File: config.mk
export PLATFORM = sky130hd
export DESIGN_NAME = mem_port_arbiter_flat
export DESIGN_NICKNAME = d
export VERILOG_FILES = /design/src/rtl/mem_port_arbiter_if.sv /design/src/rtl/mem_port_arbiter.sv /design/src/flat_wrapper.sv
export SDC_FILE = /design/constraint.sdc
export NUM_CORES = 1
export LEC_CHECK = 0
export ABC_AREA = 0
export ABC_CLOCK_PERIOD_IN_PS = 2250
export CAP_MARGIN = 15
export CELL_PAD_IN_SITES_DETAIL_PLACEMENT = 1
export CELL_PAD_IN_SITES_GLOBAL_PLACEMENT = 1
export CORE_AREA = 5 5 628 630
export CTS_CLUSTER_DIAMETER = 150
export CTS_CLUSTER_SIZE = 16
export DETAILED_ROUTE_END_ITERATION = 8
export DIE_AREA = 0 0 633 635
export GPL_TIMING_DRIVEN = 0
export PLACE_DENSITY = 0.38
export SYNTH_ARGS = -nofsm -noshare
export SYNTH_HDL_FRONTEND = slang
export SYNTH_SLANG_ARGS = --single-unit
File: constraint.sdc
create_clock -name clk_i -period 2.25 [get_ports clk_i]
set_input_delay 0.225 -clock clk_i [delete_from_list [all_inputs] [get_ports clk_i]]
set_output_delay 0.225 -clock clk_i [all_outputs]
set_load 0.03 [all_outputs]
File: src/rtl/mem_port_arbiter_if.sv
// Bundles both requester ports and the shared memory port of mem_port_arbiter.
// The master modport is the arbiter's view; the slave modport is the surrounding system's view.
interface mem_port_arbiter_if #(
    parameter int ADDR_W = 32,
    parameter int DATA_W = 256
);
    logic              p0_enable_i;
    logic              p0_write_i;
    logic [ADDR_W-1:0] p0_addr_i;
    logic [DATA_W-1:0] p0_data_i;
    logic [DATA_W-1:0] p0_data_o;
    logic              p0_ack_o;

    logic              p1_enable_i;
    logic              p1_write_i;
    logic [ADDR_W-1:0] p1_addr_i;
    logic [DATA_W-1:0] p1_data_i;
    logic [DATA_W-1:0] p1_data_o;
    logic              p1_ack_o;

    logic              mem_enable_o;
    logic              mem_write_o;
    logic [ADDR_W-1:0] mem_addr_o;
    logic [DATA_W-1:0] mem_data_o;
    logic [DATA_W-1:0] mem_data_i;
    logic              mem_ack_i;

    logic              grant_o;
    logic              busy_o;

    modport master (
        input  p0_enable_i, p0_write_i, p0_addr_i, p0_data_i,
        input  p1_enable_i, p1_write_i, p1_addr_i, p1_data_i,
        input  mem_data_i, mem_ack_i,
        output p0_data_o, p0_ack_o, p1_data_o, p1_ack_o,
        output mem_enable_o, mem_write_o, mem_addr_o, mem_data_o,
        output grant_o, busy_o
    );

    modport slave (
        output p0_enable_i, p0_write_i, p0_addr_i, p0_data_i,
        output p1_enable_i, p1_write_i, p1_addr_i, p1_data_i,
        output mem_data_i, mem_ack_i,
        input  p0_data_o, p0_ack_o, p1_data_o, p1_ack_o,
        input  mem_enable_o, mem_write_o, mem_addr_o, mem_data_o,
        input  grant_o, busy_o
    );
endinterface

File: src/rtl/mem_port_arbiter.sv
// Round-robin arbiter sharing one line-wide memory port between dcache (port 0) and icache (port 1).
// One transaction in flight; memory-side signals are registered and held until mem_ack_i.
module mem_port_arbiter #(
    parameter int ADDR_W    = 32,
    parameter int DATA_W    = 256,
    parameter int FIRST_PRI = 0
) (
    input logic               clk_i,
    input logic               rst_i,
    mem_port_arbiter_if.master bus
);

    typedef enum logic [1:0] {
        S_IDLE,
        S_BUSY,
        S_RESP
    } state_t;

    state_t            state;
    state_t            state_next;
    logic              last_grant;
    logic              take;
    logic              winner;
    logic              done;
    logic              sel_write;
    logic [ADDR_W-1:0] sel_addr;
    logic [DATA_W-1:0] sel_data;

    always_ff @(posedge clk_i or negedge rst_i) begin
        if (!rst_i) begin
            state <= S_IDLE;
        end else begin
            // NOTE: registers take <= so every flop samples pre-edge values, independent of block order.
            state <= state_next;
        end
    end

    always_comb begin
        // NOTE: defaults first, so no path through the case leaves a signal unassigned (no latch).
        state_next = state;
        take       = 1'b0;
        winner     = 1'b0;
        done       = 1'b0;
        case (state)
            S_IDLE: begin
                if (bus.p0_enable_i || bus.p1_enable_i) begin
                    take       = 1'b1;
                    state_next = S_BUSY;
                    // On a tie the port that did not own the last transaction wins.
                    if (bus.p0_enable_i && bus.p1_enable_i) winner = ~last_grant;
                    else                                    winner = bus.p1_enable_i;
                end
            end
            S_BUSY: begin
                if (bus.mem_ack_i) begin
                    done       = 1'b1;
                    state_next = S_RESP;
                end
            end
            S_RESP:  state_next = S_IDLE;
            default: state_next = S_IDLE;
        endcase
        sel_write = winner ? bus.p1_write_i : bus.p0_write_i;
        sel_addr  = winner ? bus.p1_addr_i  : bus.p0_addr_i;
        sel_data  = winner ? bus.p1_data_i  : bus.p0_data_i;
    end

    always_ff @(posedge clk_i or negedge rst_i) begin
        if (!rst_i) begin
            bus.mem_enable_o <= 1'b0;
            bus.mem_write_o  <= 1'b0;
            bus.mem_addr_o   <= '0;
            // NOTE: the wide line registers are reset too; they are outputs that must read zero in reset.
            bus.mem_data_o   <= '0;
            bus.p0_data_o    <= '0;
            bus.p1_data_o    <= '0;
            bus.p0_ack_o     <= 1'b0;
            bus.p1_ack_o     <= 1'b0;
            bus.grant_o      <= 1'b0;
            last_grant       <= 1'(FIRST_PRI == 0);
        end else begin
            bus.p0_ack_o <= done && !bus.grant_o;
            bus.p1_ack_o <= done &&  bus.grant_o;
            if (take) begin
                bus.mem_enable_o <= 1'b1;
                bus.mem_write_o  <= sel_write;
                bus.mem_addr_o   <= sel_addr;
                bus.mem_data_o   <= sel_data;
                bus.grant_o      <= winner;
            end
            if (done) begin
                bus.mem_enable_o <= 1'b0;
                bus.mem_write_o  <= 1'b0;
                last_grant       <= bus.grant_o;
                if (!bus.mem_write_o) begin
                    if (bus.grant_o) bus.p1_data_o <= bus.mem_data_i;
                    else             bus.p0_data_o <= bus.mem_data_i;
                end
            end
        end
    end

    assign bus.busy_o = (state != S_IDLE);

endmodule

File: src/flat_wrapper.sv
// flat-port wrapper written by rule: the top's interface ports become plain ports
module mem_port_arbiter_flat 
#(
    parameter int ADDR_W    = 32,
    parameter int DATA_W    = 256,
    parameter int FIRST_PRI = 0
)
  (clk_i, rst_i, bus_p0_enable_i, bus_p0_write_i, bus_p0_addr_i, bus_p0_data_i, bus_p1_enable_i, bus_p1_write_i, bus_p1_addr_i, bus_p1_data_i, bus_mem_data_i, bus_mem_ack_i, bus_p0_data_o, bus_p0_ack_o, bus_p1_data_o, bus_p1_ack_o, bus_mem_enable_o, bus_mem_write_o, bus_mem_addr_o, bus_mem_data_o, bus_grant_o, bus_busy_o);
  mem_port_arbiter_if #(.ADDR_W(ADDR_W), .DATA_W(DATA_W)) bus_i ();
  input logic clk_i;
  input logic rst_i;
  input wire logic [$bits(bus_i.p0_enable_i)-1:0] bus_p0_enable_i;
  input wire logic [$bits(bus_i.p0_write_i)-1:0] bus_p0_write_i;
  input wire logic [$bits(bus_i.p0_addr_i)-1:0] bus_p0_addr_i;
  input wire logic [$bits(bus_i.p0_data_i)-1:0] bus_p0_data_i;
  input wire logic [$bits(bus_i.p1_enable_i)-1:0] bus_p1_enable_i;
  input wire logic [$bits(bus_i.p1_write_i)-1:0] bus_p1_write_i;
  input wire logic [$bits(bus_i.p1_addr_i)-1:0] bus_p1_addr_i;
  input wire logic [$bits(bus_i.p1_data_i)-1:0] bus_p1_data_i;
  input wire logic [$bits(bus_i.mem_data_i)-1:0] bus_mem_data_i;
  input wire logic [$bits(bus_i.mem_ack_i)-1:0] bus_mem_ack_i;
  output wire logic [$bits(bus_i.p0_data_o)-1:0] bus_p0_data_o;
  output wire logic [$bits(bus_i.p0_ack_o)-1:0] bus_p0_ack_o;
  output wire logic [$bits(bus_i.p1_data_o)-1:0] bus_p1_data_o;
  output wire logic [$bits(bus_i.p1_ack_o)-1:0] bus_p1_ack_o;
  output wire logic [$bits(bus_i.mem_enable_o)-1:0] bus_mem_enable_o;
  output wire logic [$bits(bus_i.mem_write_o)-1:0] bus_mem_write_o;
  output wire logic [$bits(bus_i.mem_addr_o)-1:0] bus_mem_addr_o;
  output wire logic [$bits(bus_i.mem_data_o)-1:0] bus_mem_data_o;
  output wire logic [$bits(bus_i.grant_o)-1:0] bus_grant_o;
  output wire logic [$bits(bus_i.busy_o)-1:0] bus_busy_o;
  assign bus_i.p0_enable_i = bus_p0_enable_i;
  assign bus_i.p0_write_i = bus_p0_write_i;
  assign bus_i.p0_addr_i = bus_p0_addr_i;
  assign bus_i.p0_data_i = bus_p0_data_i;
  assign bus_i.p1_enable_i = bus_p1_enable_i;
  assign bus_i.p1_write_i = bus_p1_write_i;
  assign bus_i.p1_addr_i = bus_p1_addr_i;
  assign bus_i.p1_data_i = bus_p1_data_i;
  assign bus_i.mem_data_i = bus_mem_data_i;
  assign bus_i.mem_ack_i = bus_mem_ack_i;
  assign bus_p0_data_o = bus_i.p0_data_o;
  assign bus_p0_ack_o = bus_i.p0_ack_o;
  assign bus_p1_data_o = bus_i.p1_data_o;
  assign bus_p1_ack_o = bus_i.p1_ack_o;
  assign bus_mem_enable_o = bus_i.mem_enable_o;
  assign bus_mem_write_o = bus_i.mem_write_o;
  assign bus_mem_addr_o = bus_i.mem_addr_o;
  assign bus_mem_data_o = bus_i.mem_data_o;
  assign bus_grant_o = bus_i.grant_o;
  assign bus_busy_o = bus_i.busy_o;
  mem_port_arbiter #(.ADDR_W(ADDR_W), .DATA_W(DATA_W), .FIRST_PRI(FIRST_PRI)) u_core (.clk_i(clk_i), .rst_i(rst_i), .bus(bus_i));
endmodule
==> results of run 1 <==
state kept, by name, indices dropped and copies added (netlist names):
register                 count
u_core.bus.p1_ack_o          1
u_core.bus.p0_data_o       256
u_core.bus.p0_ack_o          1
u_core.bus.grant_o           1
u_core.last_grant            1
u_core.state                 2
u_core.bus.p1_data_o       256
u_core.bus.mem_write_o       1
u_core.bus.mem_addr_o       32
u_core.bus.mem_data_o      256
u_core.bus.mem_enable_o      1
Yosys cell counts:
master    instances
dfrtp_1         807
o21ai_0         291
nor2_1          290
a21oi_1         288
o31ai_1         288
mux2_2          272
mux2_1          240
clkbuf_1        137
buf_2            56
buf_4            30
buf_6            20
buf_1             5
a211oi_1          2
inv_2             2
nand2_1           2
a21bo_2           1
a21boi_1          1
a21o_1            1
a22o_1            1
and2_1            1
dfstp_2           1
nand2b_1          1
nand3b_2          1
nand3b_4          1
nor2_2            1
nor3_2            1
o21ba_2           1
where the power goes:
part           switching (mW)  total, mW  leakage [nW]  internal, mW
Sequential               4.61       26.3          9.84          21.7
Clock                    6.59       11.5         0.818          4.93
Combinational            34.8       53.5          12.5          18.7
Total                    46.0       91.3          23.2          45.4
per-stage QoR:
step / utilization [%] / area (µm²)
floorplan: - / 33530
global placement: 14.56 / 56490
detailed placement: 14.64 / 56790
CTS: 15.36 / 59600
global route: 15.41 / 59790
finish: 15.43 / 59850
cells in the final DEF (no fill, tap or decap), types with 6 or more instances in the layout:
master / count
clkdlybuf4s50_1: 1397
dfrtp_1: 806
o21ai_0: 290
o31ai_1: 288
a21oi_1: 284
nor2_1: 283
mux2_2: 272
mux2_1: 240
dlygate4sd2_1: 209
clkbuf_1: 100
dlygate4sd3_1: 97
clkbuf_16: 63
diode_2: 47
clkbuf_2: 42
buf_2: 39
buf_4: 33
buf_6: 29
clkdlybuf4s15_2: 24
buf_12: 12
clkbuf_4: 9
buf_16: 9
nor2_2: 7
clkdlybuf4s15_1: 6
path summary, 6_finish.rpt:
kind | startpoint | end | cells after the start
worst max-delay path | u_core.state[0] | bus_busy_o | 6
worst min-delay path | rst_i | u_core.bus.p1_data_o[93] | 1
worst max register to register | u_core.last_grant | u_core.bus.mem_data_o[102] | 6
worst min register to register | u_core.bus.p1_data_o[61] | u_core.bus.p1_data_o[61] | 1
max in group asynchronous | rst_i | u_core.bus.mem_data_o[37] | 5
min in group clk_i | bus_p1_data_i[81] | u_core.bus.mem_data_o[81] | 3
logic make-up (layout without fill, tap and decap cells):
family	after synthesis	count (layout)	synth area share, %
other	0	47	0
buffers and inverters	250	2094	3.791
flip-flops	808	808	60.30
multiplexers	512	512	17.19
AO/OA/AOI/OAI	874	874	15.26
AND/OR/NAND/NOR	298	298	3.448
worst reg2reg max path: cells and delay by family, from the launching register on:
family | cells | cell delay, ps
DFF | 1 | 690
buffers and inverters | 3 | 730
AOI/OAI and AO/OA | 2 | 460
and+or+nand+nor | 1 | 170
per-layer routing:
metal | share of wire (%) | wire, µm
met1 | 37 | 123400
met2 | 53 | 176200
met3 | 7.5 | 24740
met4 | 1.9 | 6260
met5 | 0.14 | 476
cell type report:
cell class                      instances  area (µm²)  area share [%]
Antenna cell                           47       117.6          0.1965
Buffer                                246        1536           2.567
Tap cell                             5197        6502           10.86
Sequential cell                       808       20220           33.79
Inverter                                2       10.01         0.01672
Timing Repair Buffer                 1761       17660           29.50
Clock inverter                         10       141.4          0.2362
Multi-Input combinational cell       1684       12100           20.22
Clock buffer                           75        1558           2.603
timing repair:
item / CTS / global route
endpoints found under the hold margin: 307 / 100
endpoints found under the setup margin: 1137 / 293
resized for setup: 408 / 45
pin swaps: 3 / 1
buffers inserted: 5 / 2
cloned: 0 / 1
==> key figures, run 1 <==
Outcome
  • Status: finished, violations left
  • Failing checks: hold timing, setup timing

Floorplan
  • IO Pins: 1645
  • Die area: ~400000 µm²
  • Core Box Area: 388000 µm²
  • Std cell rows: 229
  • DIE WIDTH: 633 µm
  • Starting Density: 8.643%
  • Die H: around 640 µm

Critical path
  • Critical Path RT: just over 2000 ps
  • Bufs and invs on worst path: 5
  • Worst Setup Start Kind: flip-flop
  • Largest fanout on the critical path: 10
  • Crit path kind: flip-flop to output port
  • Family with the most delay on the worst path: buffers and inverters
  • CP max-delay cell: dfrtp_2
  • CP Cell Sequence: nor2_4 -> buf_12 -> inv_4 -> clkbuf_16 -> clkbuf_16 -> buf_12
  • CP peak stage delay: between 400 and 500 ps
  • Worst EP arrival: about 2000 ps
  • Setup crit end kind: output port
  • R2r setup slk: between 100 and 150 ps

STA
  • Fmax: ~0.44 GHz
  • Number of setup violations in the final report: 1
  • Final Hold Fails: 130
  • Post-Route Skew: 39.54 ps
  • Final min period: 2258 ps
  • Slew margin rel.: 35.12%
  • TNS Setup: -8.449 ps
  • Hold Slack: -534.2 ps
  • Final Max Slew Viols: 0
  • Final WS setup: -8.449 ps
  • Part of the cycle the worst path needs: 100.4%
  • Least-Margin Pin Slew: 973.2 ps
  • RSZ-0062 raised after global routing: yes

GRT
  • Vias in the first global route: 34160
  • Routing usage on met2: between 30% and 40%
  • Global router's overall resource usage: around 16%
  • GRT overflow: 0
  • Largest net degree at the start of global routing: ~100
  • GRT busiest layer: met2
  • Initial antenna violation count: between 200 and 250
  • Met3 usage: 4.778%
  • M1 GR Usage: 17.37%
  • First-pass GRT wire length: 413.8 mm

Pwr
  • Power Density: 1526 nW/µm²
  • Total power draw: 91.33 mW
  • Maximum vdd drop: 0.6947 mV
  • Pleak: 23.20 nW

Yosys
  • Library cells used by synthesis: 27
  • Synth top area cells: dfrtp_1 (60%), mux2_2 (9.1%), mux2_1 (8.1%)
  • Syn nets: between 3000 and 4000
  • #FFs+latches synth: 808
  • Synth top area share: 60.22%
  • Synthesized area per cell: ~12 µm²
  • Cells after Synth: 2742
  • Synth Cell Area: 33530 µm²
  • Ys Warns: 0
  • Sequential fraction of the synthesis area: 60.30%
  • Post-synth top area cell: dfrtp_1

Drt
  • Routed WL: 331.1 mm
  • Final ANT Viol Nets: 0
  • Vias post-DR: 32130
  • DR vias/cell: roughly 3.3
  • DRT iter0 DRCs: 1798
  • TritonRoute pass-1 iters: 5
  • Routed len/inst: 33.68 µm
  • DR DRC count: 0

Placement
  • Placer Congestion: 0.8999
  • Placed Instances: 9594
  • Worst slack, placed: -1405 ps
  • Post-DP HPWL: approximately 290 mm
  • # port buffers: about 1600

Job
  • Max Cap Violations: 0

Clocking
  • CTS buffer count: 60
  • Clk root buf: clkbuf_16
  • Worst skew pair latency: around 770 ps
  • # H-tree levels: 2
  • Number of clock sinks: 808
  • CTS tree: done
  • Number of hold buffers added after CTS: 98
  • Max Root-Sink Buffers: 3
  • Clk pin slew, worst setup/hold paths: 90 ps

Layout
  • Filler cell count: 44680
  • Area Growth Syn to Fin: 78.48%
  • Post-layout nets: 5402
  • Non-Filler Instances: 9830
  • Share of cells above drive strength 1: 12.41%

Min path
  • Hold crit path type: input pin to async pin
Power figures use the tool's default switching activity.
==> inputs of run 2 (changes only) <==
--- a/config.mk
+++ b/config.mk
@@ -7,7 +7,7 @@
 export LEC_CHECK = 0
 export ABC_AREA = 0
 export ABC_CLOCK_PERIOD_IN_PS = 2250
-export CAP_MARGIN = 15
+export CAP_MARGIN = 40
 export CELL_PAD_IN_SITES_DETAIL_PLACEMENT = 1
 export CELL_PAD_IN_SITES_GLOBAL_PLACEMENT = 1
 export CORE_AREA = 5 5 628 630
==> constraint.sdc (replaced) <==
create_clock -name clk_i -period 2.25 [get_ports clk_i]
set_input_delay 0.225 -clock clk_i [delete_from_list [all_inputs] [get_ports clk_i]]
set_output_delay 0.225 -clock clk_i [all_outputs]
set_load 0.02 [all_outputs]
==> key figures, run 2 (same netlist as run 1, synthesis figures left out) <==
GRT
  • First-pass GRT wire length: around 420 mm
  • Initial antenna violation count: 210
  • Global router's overall resource usage: 15.83%
  • Largest net degree at the start of global routing: 103
  • Routing usage on met2: 30.14%
  • Met3 usage: between 4 and 5%
  • Vias in the first global route: 34860
  • M1 GR Usage: 17.25%
  • GRT overflow: 0
  • GRT busiest layer: met2

Pwr
  • Internal power: 47.02 mW
  • Switching Share: 46.41%
  • Net switching power: approximately 40 mW
  • Power Density: 1436 nW/µm²
  • Pleak: roughly 23 nW
  • Sequential power share: 30.1%
  • Combinational power share: 56.8%
  • Maximum vdd drop: 0.6681 mV
  • Clock Power Share: 13.1%

Critical path
  • Worst Setup Start Kind: flip-flop
  • Worst EP arrival: 1950 ps
  • Crit path kind: flip-flop to output port
  • CP max-delay cell: clkdlybuf4s50_1
  • CP peak stage delay: a little over 800 ps
  • Setup crit end kind: output port
  • Family with the most delay on the worst path: buffers and inverters
  • Critical Path RT: 2030 ps
  • CP Cell Sequence: clkdlybuf4s50_1
  • Bufs and invs on worst path: 1
  • Largest fanout on the critical path: 2

Layout
  • Top Registers: u_core.bus.mem_data_o x256, u_core.bus.p0_data_o x256, u_core.bus.p1_data_o x256
  • Most frequent cells in the layout: clkdlybuf4s50_1 (1541), dfrtp_1 (803), o21ai_0 (290), nor2_1 (289), a21oi_1 (287)
  • Final Util: between 10% and 20%
  • Filler cell count: 44530
  • Area Growth Syn to Fin: 82.25%
  • Share of cells above drive strength 1: 12.52%
  • Most common cell after layout, fill and taps aside: clkdlybuf4s50_1
  • Post-layout nets: ~5500

Drt
  • Final ANT Viol Nets: 0
  • TritonRoute pass-1 iters: 5
  • DRT iter0 DRCs: 1655
  • DR DRC count: 0
  • Routed WL: 331.1 mm
  • DR vias/cell: 3.267
  • Routed len/inst: 33.39 µm
  • Vias post-DR: 32390

Floorplan
  • IO Pins: 1645
  • Std cell rows: 229
  • Die H: around 640 µm
  • Core Box Area: 388000 µm²
  • DIE WIDTH: 633 µm
  • Die area: around 400000 µm²
  • Starting Density: 8.643%

STA
  • Final Hold Fails: between 100 and 150
  • TNS Setup: 0 ps
  • Part of the cycle the worst path needs: between 90% and 100%
  • Final min period: 2173 ps
  • Least-Margin Pin Slew: 744.2 ps
  • Slew margin rel.: 50.21%
  • Fmax: 0.4601 GHz
  • RSZ-0062 raised after global routing: yes
  • Post-Route Skew: 50.03 ps
  • Number of setup violations in the final report: 0
  • Hold Slack: -531.6 ps
  • Final Max Slew Viols: 0

Clocking
  • Number of hold buffers added after CTS: 153
  • Number of clock sinks: ~810
  • Clk root buf: clkbuf_16
  • # H-tree levels: 2
  • Clk pin slew, worst setup/hold paths: 90 ps
  • Max Root-Sink Buffers: 3
  • Worst skew pair latency: between 700 and 800 ps
  • CTS tree: done
  • CTS buffer count: 59

Outcome
  • Failing checks: hold timing
  • Status: finished, violations left

Placement
  • # port buffers: 1644
  • Post-DP HPWL: 288.7 mm
  • Placer Congestion: about 0.90

Job
  • Max Cap Violations: 0

Min path
  • Hold crit path type: input pin to async pin
## run 2: layer usage
layer	wire length (µm)	part of all wire, %	up-vias
met1	122400	37	16890
met5	558	0.17	-
met4	5592	1.7	86
met2	176900	53	1335
met3	25660	7.7	372
li1	-	-	13710
## run 2: metrics by stage
step	power, mW	cells	instance area, µm²	setup WS (ps)
5_1_grt	92.16	9892	61050	-69.98
3_3_place_gp	76.48	9583	56490	-42300
6_report	87.74	9917	61110	76.68
4_1_cts	89.97	9866	60860	-242.5
3_5_place_dp	77.65	9630	57370	-1293
2_1_floorplan	45.30	2742	33530	667.3
## run 2: repair_timing
item,4_1_cts,5_1_grt
pin swaps,2,3
buffers inserted,7,2
resized for setup,243,61
gates cloned,0,1
hold endpoints to repair,348,100
endpoints found under the setup margin,903,545
## run 2: worst paths after layout
kind	depth (start not counted)	to	start	slack, ps
setup / recovery	1	bus_mem_addr_o[30]	u_core.bus.mem_addr_o[30]	80
hold / removal	1	u_core.bus.p0_data_o[103]	rst_i	-530
setup reg to reg	6	u_core.bus.mem_data_o[102]	u_core.last_grant	110
hold reg to reg	1	u_core.bus.p1_data_o[61]	u_core.bus.p1_data_o[61]	490
max in group asynchronous	5	u_core.bus.mem_data_o[26]	rst_i	310
min in group clk_i	3	u_core.bus.mem_data_o[187]	bus_p1_data_i[187]	100
## run 2: final cells by class
type | count | area, µm² | area share (%)
flip-flops and latches | 808 | 20230 | 33.10
repair buffers | 1853 | 18870 | 30.88
multi-input cells | 1684 | 12100 | 19.79
well taps | 5197 | 6502 | 10.64
plain buffers | 244 | 1619 | 2.649
clock buffers | 71 | 1541 | 2.522
clock inverters | 10 | 120.1 | 0.1965
diodes | 48 | 120.1 | 0.1965
inverters | 2 | 12.51 | 0.02047
## run 2: power by group through the flow
stage / clock [mW] / combinational, mW / sequential [mW]
after CTS: 12.2 / 51.3 / 26.5
final: 11.5 / 49.9 / 26.4
after floorplan: 0 / 11.1 / 34.2
after global routing: 12.5 / 52.4 / 27.3
after detailed placement: 0 / 51.0 / 26.7
after global placement: 0 / 49.8 / 26.7
==> inputs of run 3 (changes only) <==
--- a/config.mk
+++ b/config.mk
@@ -10,13 +10,12 @@
 export CAP_MARGIN = 40
 export CELL_PAD_IN_SITES_DETAIL_PLACEMENT = 1
 export CELL_PAD_IN_SITES_GLOBAL_PLACEMENT = 1
-export CORE_AREA = 5 5 628 630
-export CTS_CLUSTER_DIAMETER = 150
+export CORE_AREA = 2 2 644 646
 export CTS_CLUSTER_SIZE = 16
 export DETAILED_ROUTE_END_ITERATION = 8
-export DIE_AREA = 0 0 633 635
+export DIE_AREA = 0 0 646 648
 export GPL_TIMING_DRIVEN = 0
-export PLACE_DENSITY = 0.38
+export PLACE_DENSITY = 0.37
 export SYNTH_ARGS = -nofsm -noshare
 export SYNTH_HDL_FRONTEND = slang
 export SYNTH_SLANG_ARGS = --single-unit
==> key figures, run 3 (same netlist as run 1, synthesis figures left out) <==
STA
  • Final min period: between 2000 and 2500 ps
  • TNS Setup: 0 ps
  • Part of the cycle the worst path needs: 98.08%
  • Slew margin rel.: 45.59%
  • Final Hold Fails: 100
  • Number of setup violations in the final report: 0
  • RSZ-0062 raised after global routing: yes
  • Fmax: 0.4532 GHz
  • Least-Margin Pin Slew: 816.1 ps
  • Hold Slack: -118.4 ps
  • Final WS setup: 43.27 ps
  • Final Max Slew Viols: 0
  • Post-Route Skew: 61.58 ps

Floorplan
  • IO Pins: 1645
  • DIE WIDTH: 646 µm
  • Die H: 648 µm
  • Std cell rows: ~240
  • Starting Density: a little over 8%
  • Die area: about 420000 µm²
  • Core Box Area: 411900 µm²

Critical path
  • Worst Setup Start Kind: flip-flop
  • Critical Path RT: just under 3000 ps
  • Worst EP arrival: 2930 ps
  • Setup crit end kind: flip-flop
  • CP Cell Sequence: a21bo_2 -> buf_12 -> buf_12 -> buf_16 -> buf_4 -> nor2_1 -> o31ai_1
  • Bufs and invs on worst path: 4
  • CP max-delay cell: nor2_1
  • Largest fanout on the critical path: 10
  • Family with the most delay on the worst path: buffers and inverters
  • CP peak stage delay: approximately 560 ps
  • CP most frequent cell: buf_12
  • Crit path kind: flip-flop to flip-flop

Drt
  • DR vias/cell: around 3.2
  • TritonRoute pass-1 iters: 5
  • DR DRC count: 0
  • DRT iter0 DRCs: 1818
  • Vias post-DR: about 34000
  • Routed WL: 333.5 mm
  • Final ANT Viol Nets: 0
  • Routed len/inst: approximately 31 µm

Placement
  • # port buffers: 1644
  • Post-DP HPWL: approximately 290 mm
  • Worst slack, placed: -927.5 ps
  • Area after DPL: 57810 µm²
  • Placer Congestion: 0.8651
  • Placed Instances: 9906

Clocking
  • Max Root-Sink Buffers: 4
  • CTS buffer count: around 120
  • Worst skew pair latency: 870 ps
  • Clk root buf: clkbuf_16
  • CTS tree: done
  • Clk pin slew, worst setup/hold paths: about 60 ps
  • # H-tree levels: 3
  • Number of clock sinks: 808
  • Number of hold buffers added after CTS: just over 400

Layout
  • Area Growth Syn to Fin: 97.54%
  • Post-layout nets: 5812
  • Post-route design area: 66240 µm²
  • Top Registers: u_core.bus.mem_data_o x256, u_core.bus.p0_data_o x256, u_core.bus.p1_data_o x256
  • Most common cell after layout, fill and taps aside: clkdlybuf4s50_1
  • Most frequent cells in the layout: clkdlybuf4s50_1 (1280), dfrtp_1 (805), dlygate4sd3_1 (408), dlygate4sd2_1 (329), o21ai_0 (290)
  • Share of cells above drive strength 1: 14.14%
  • Non-Filler Instances: about 11000
  • Final Util: 16.08%

Min path
  • Hold crit path type: input pin to async pin

GRT
  • Vias in the first global route: 36470
  • Initial antenna violation count: about 210
  • First-pass GRT wire length: ~420 mm
  • Largest net degree at the start of global routing: 103
  • Global router's overall resource usage: 15.34%
  • GRT overflow: 0

Pwr
  • Power Density: 1433 nW/µm²
  • Maximum vdd drop: 0.8220 mV
  • Total power draw: 94.92 mW
  • Pleak: 26.12 nW

Outcome
  • Failing checks: hold timing
  • Status: finished, violations left

Job
  • Max Cap Violations: 0
run 3: report_power, final:
group	switching (mW)	internal (mW)	leakage (nW)
logic	29.8	19.3	14.3
clock network	8.27	11.6	1.98
registers	4.17	21.8	9.84
total	42.3	52.7	26.1
run 3: repair_timing:
action                                 4_1_cts  5_1_grt
pin swaps                                    2        2
gates resized for setup                    505       28
setup endpoints to repair                 1147      222
cloned                                       0        0
endpoints found under the hold margin      656      193
setup buffers                                2        8
run 3: path summary, 6_finish.rpt:
path | start | end | slack, ps | depth (start not counted)
max in group asynchronous | rst_i | u_core.bus.mem_data_o[190] | 240 | 10
min reg2reg | u_core.bus.mem_enable_o | u_core.bus.mem_enable_o | 470 | 2
min in group clk_i | bus_p1_data_i[13] | u_core.bus.mem_data_o[13] | 80 | 3
min | rst_i | u_core.bus.p1_data_o[61] | -120 | 7
max | u_core.last_grant | u_core.bus.mem_data_o[227] | 40 | 7
max reg2reg | u_core.last_grant | u_core.bus.mem_data_o[227] | 40 | 7
run 3: per-layer routing:
metal	vias up	wire length (µm)	track usage [%]
met1	17370	123600	16.63
met3	441	25080	4.846
met5	-	345	0
met4	52	11090	4.637
li1	14540	-	-
met2	1464	173400	28.24
run 3: cell type report:
| cell class | instances | area, µm² |
|---|---|---|
| Fill cell | 47280 | 345700 |
| Timing Repair Buffer | 2111 | 21390 |
| Sequential cell | 808 | 20220 |
| Multi-Input combinational cell | 1684 | 12090 |
| Tap cell | 5474 | 6849 |
| Clock buffer | 179 | 3567 |
| Buffer | 244 | 1428 |
| Clock inverter | 42 | 432.9 |
| Antenna cell | 104 | 260.3 |
| Inverter | 2 | 7.507 |
run 3: worst reg2reg max path: stages, from the launching register on:
cell	delay, ps
dfstp_2	430
a21bo_2	260
buf_12	150
buf_12	180
buf_16	160
buf_4	200
nor2_1	560
o31ai_1	130
